### config.mk
export PLATFORM = sky130hd
export DESIGN_NAME = ripple_adder
export DESIGN_NICKNAME = d
export VERILOG_FILES = /design/src/rtl/ripple_adder_pkg.sv /design/src/rtl/ripple_adder_full_adder.sv /design/src/rtl/ripple_adder.sv
export SDC_FILE = /design/constraint.sdc
export NUM_CORES = 1
export LEC_CHECK = 0
export ABC_AREA = 1
export ABC_CLOCK_PERIOD_IN_PS = 3020
export BUFFER_PORTS_ARGS = -buffer_cell sky130_fd_sc_hd__buf_2
export CAP_MARGIN = 20
export CELL_PAD_IN_SITES_DETAIL_PLACEMENT = 0
export CELL_PAD_IN_SITES_GLOBAL_PLACEMENT = 1
export CORE_AREA = 2 2 39 41
export CTS_CLUSTER_DIAMETER = 120
export CTS_CLUSTER_SIZE = 8
export DETAILED_ROUTE_END_ITERATION = 6
export DIE_AREA = 0 0 41 43
export GPL_ROUTABILITY_DRIVEN = 0
export PLACE_DENSITY_LB_ADDON = 0.1
export SLEW_MARGIN = 10
export SYNTH_ARGS = -nofsm -noshare
export SYNTH_HDL_FRONTEND = slang
export SYNTH_SLANG_ARGS = --single-unit
### constraint.sdc
create_clock -name clk -period 3.02 [get_ports clk]
set_clock_uncertainty 0.15 [all_clocks]
set_input_delay 0.302 -clock clk [delete_from_list [all_inputs] [get_ports clk]]
set_output_delay 0.302 -clock clk [all_outputs]
set_load 0.01 [all_outputs]
### src/rtl/ripple_adder_pkg.sv
// Shared definitions for the registered ripple-carry adder.
// Holds the default width and a reference add used only by checkers.
package ripple_adder_pkg;

    localparam int DEFAULT_WIDTH = 4;

    // Exact (w+1)-bit result of a+b+cin for operands of width w (1..64).
    function automatic logic [64:0] ref_add(
        input int unsigned w,
        input logic [63:0] a,
        input logic [63:0] b,
        input logic        cin
    );
        logic [64:0] mask;
        logic [64:0] res;
        mask = (65'd1 << w) - 65'd1;
        res  = {1'b0, a & mask[63:0]}
             + {1'b0, b & mask[63:0]}
             + 65'(cin);
        return res & ((mask << 1) | 65'd1);
    endfunction

endpackage

### src/rtl/ripple_adder_full_adder.sv
// One-bit full adder cell used as the ripple-carry chain element.
// Ports: a, b, cin in; s (sum bit), cout (carry out) out. Combinational.
module full_adder (
    input  logic a,
    input  logic b,
    input  logic cin,
    output logic s,
    output logic cout
);

    logic w_p;

    assign w_p  = a ^ b;
    assign s    = w_p ^ cin;
    assign cout = (a & b) | (cin & w_p);

endmodule

### src/rtl/ripple_adder.sv
// Registered ripple-carry adder: {carry_out,sum} <= a + b + carry_in.
// Ports: clk, rst_n (sync, active-low), in_valid, a, b, carry_in in;
// out_valid, sum, carry_out out. Macro RIPPLE_ADDER_OVERFLOW_EN adds
// output overflow (registered signed two's-complement overflow).
module ripple_adder
    import ripple_adder_pkg::*;
#(
    parameter int WIDTH = DEFAULT_WIDTH
) (
    input  logic             clk,
    input  logic             rst_n,
    input  logic             in_valid,
    input  logic [WIDTH-1:0] a,
    input  logic [WIDTH-1:0] b,
    input  logic             carry_in,
    output logic             out_valid,
    output logic [WIDTH-1:0] sum,
`ifdef RIPPLE_ADDER_OVERFLOW_EN
    output logic             overflow,
`endif
    output logic             carry_out
);

    logic [WIDTH:0]   w_c;
    logic [WIDTH-1:0] w_s;

    assign w_c[0] = carry_in;

    // Carry ripples bit-serially; each cell feeds the next one's cin.
    for (genvar i = 0; i < WIDTH; i++) begin : g_fa
        full_adder u_fa (
            .a    (a[i]),
            .b    (b[i]),
            .cin  (w_c[i]),
            .s    (w_s[i]),
            .cout (w_c[i+1])
        );
    end

    always_ff @(posedge clk) begin
        if (!rst_n) begin
            out_valid <= 1'b0;
            sum       <= '0;
            carry_out <= 1'b0;
        end else if (in_valid) begin
            out_valid <= 1'b1;
            sum       <= w_s;
            carry_out <= w_c[WIDTH];
        end else begin
            out_valid <= 1'b0;
        end
    end

`ifdef RIPPLE_ADDER_OVERFLOW_EN
    // Carries into and out of the sign bit disagree on signed overflow;
    // for WIDTH=1 the carry into the sign bit is carry_in itself.
    logic w_ovf;

    assign w_ovf = w_c[WIDTH] ^ w_c[WIDTH-1];

    always_ff @(posedge clk) begin
        if (!rst_n) begin
            overflow <= 1'b0;
        end else if (in_valid) begin
            overflow <= w_ovf;
        end
    end
`endif

endmodule

==> results.sh <==
export IMPL_cp_required_ps=3050
export IMPL_die_w_microns=41
export IMPL_end_kind="register"
export IMPL_cts_path_max_buffers=2
export IMPL_cts_sinks=6
export IMPL_final_area_sq_um=447
export IMPL_final_common_cell="buf_2"
export IMPL_fill_cells=160
export IMPL_slowest_delay_ps=410
export IMPL_clk_latency_ps=230
export IMPL_ir_drop_uv=104
export IMPL_cts_clk_slew_worst_paths_ps=40
export IMPL_finalCritPeriodShare_pct=68.1
export IMPL_hold_violations=0
export IMPL_place_area_sq_um=424
export IMPL_synth_fp_nets=58
export IMPL_pwr_density_cell_mw_per_mm2=460
export IMPL_post_route_drc_count=0
export IMPL_clockRootBuffer="clkbuf_4"
export IMPL_setup_slack_ps=962
export IMPL_drt_iter0_markers=4
export IMPL_synth_cell_types=7
export IMPL_cap_violations=0
export IMPL_final_cell_mix="buf_2 (17), inv_1 (10), nor2_1 (10), nand2_1 (10), dfxtp_1 (6)"
export IMPL_layout_drive_gt1_share_pct=34.4
export IMPL_fp_dieArea_sq_mm=0.00176
export IMPL_crit_path_max_fanout=1
export IMPL_die_height_microns=43
export IMPL_cts_tree="built"
export IMPL_final_antenna_net_count=0
export IMPL_pre_cts_ws_ps=700
export IMPL_hold_class="input pin to register"
export IMPL_reg2reg_depth=2
export IMPL_area_growth_pct=35.2
export IMPL_gr_usage_all_layers_pct=6.16
export IMPL_rsz0062_at_grt="no"
export IMPL_cp_cell_sequence="buf_2 -> inv_1 -> fa_1 -> inv_1 -> fa_1 -> fa_1 -> inv_1 -> fa_1 -> nand2_1 -> nand2_1 -> nor2_1"
export IMPL_leakage_uw=0.000270
export IMPL_worstSetupPathType="input pin to register"
export IMPL_holdPathStages=3
export IMPL_ys_seq_area_share_pct=36.4
export IMPL_rows=14
export IMPL_drv_slew=0
export IMPL_num_antenna_cells=0
export IMPL_start_util_pct=23.9
export IMPL_post_cts_repair_setup_buffers=0
export IMPL_max_freq_mhz=486
export IMPL_nets=79
export IMPL_slew_headroom_pct=87.1
export IMPL_crit_path_frequent_cell="fa_1"
export IMPL_port_buffers=17
export IMPL_grt_pass1_wl_microns=752
export IMPL_numCtsBuffers=3
export IMPL_hold_buffers=0
export IMPL_overflow=0
export IMPL_drtPass1Iterations=2
export IMPL_fin_tns_setup_ps=0
export IMPL_setup_violations=0
export IMPL_cts_resized=0
export IMPL_viasPerCell=3.45
export IMPL_vias=266
export IMPL_cp_start_kind="input pin"
export IMPL_grt_pass1_vias=187
export IMPL_ys_warn_count=0
export IMPL_grt_max_degree=12
export IMPL_syn_area_per_cell_sq_um=7.86
export IMPL_ys_ff_latch=6
export IMPL_slowest_stage="fa_1"
export IMPL_status="completed"
export IMPL_synthCells=42
export IMPL_wl_per_cell_microns=6.70
export IMPL_place_hpwl_microns=448
export IMPL_htreeDepth=1
export IMPL_coreArea_sq_mm=0.00138
export IMPL_netlist_area_sq_um=330
export IMPL_cp_arrival_ps=2090
export IMPL_routed_wl_microns=516
export IMPL_worstMarginPinSlew_ps=194
export IMPL_fin_crit_ps=2060
export IMPL_antenna_found_initial=0
export IMPL_io_pins=18
stage by stage:
step | hold WS [ps] | util, % | total power (uW) | cells
3_5_place_dp | 312 | 30.7 | 137 | 74
4_1_cts | 176 | 32.3 | 209 | 77
5_1_grt | 205 | 32.3 | 221 | 77
6_report | 178 | 32.3 | 206 | 77
2_1_floorplan | 250 | - | 119 | 42
3_3_place_gp | 306 | 30.7 | 137 | 74
critical path, delay by kind of cell:
kind / cells / cell delay (ps)
fa+ha+maj: 4 / 1330
simple gates: 3 / 190
buf+inv: 4 / 280
routing by layer:
metal | routed length (microns) | global-route usage [%] | up-vias
met5 | 0 | 0 | -
met4 | 0 | 4.00 | 0
met3 | 52 | 1.57 | 0
met2 | 187 | 5.94 | 14
met1 | 276 | 10.8 | 99
li1 | - | - | 153
path summary, 6_finish.rpt:
| path | from | end | slack (ps) |
|---|---|---|---|
| worst max-delay path | a[0] | sum[3] | 960 |
| worst min-delay path | rst_n | out_valid | 180 |
| worst max register to register | carry_out | carry_out | 2320 |
| worst min register to register | sum[3] | sum[3] | 310 |
cells by family (layout without fill, tap and decap cells):
family	Yosys count	after routing	share of synthesized area [%]
simple gates	21	21	24.6
buf+inv	11	30	14.8
flops	6	6	36.4
fa+ha+maj	4	4	24.2
cells in the mapped netlist:
master | count | area share (%)
inv_1 | 10 | 11
nand2_1 | 10 | 11
nand2_2 | 1 | 1.9
nor2_1 | 10 | 11
buf_6 | 1 | 3.4
fa_1 | 4 | 24
dfxtp_1 | 6 | 36
power breakdown:
part / switching (uW) / internal, uW
Sequential: 2.77 / 86.4
Combinational: 24.7 / 21.0
Clock: 25.9 / 44.8
state kept, by name, summed over array words and instances (netlist names):
signal	cells
out_valid	1
carry_out	1
sum	4
final cells by class:
| type | count | area, sq um | area share [%] |
|---|---|---|---|
| clock buffers | 3 | 22.5 | 5.04 |
| inverters | 10 | 37.5 | 8.40 |
| multi-input cells | 25 | 161 | 36.1 |
| flip-flops and latches | 6 | 120 | 26.9 |
| well taps | 16 | 20.0 | 4.48 |
| repair buffers | 17 | 85.1 | 19.0 |
Note: power is estimated with default switching activity, not from simulation.
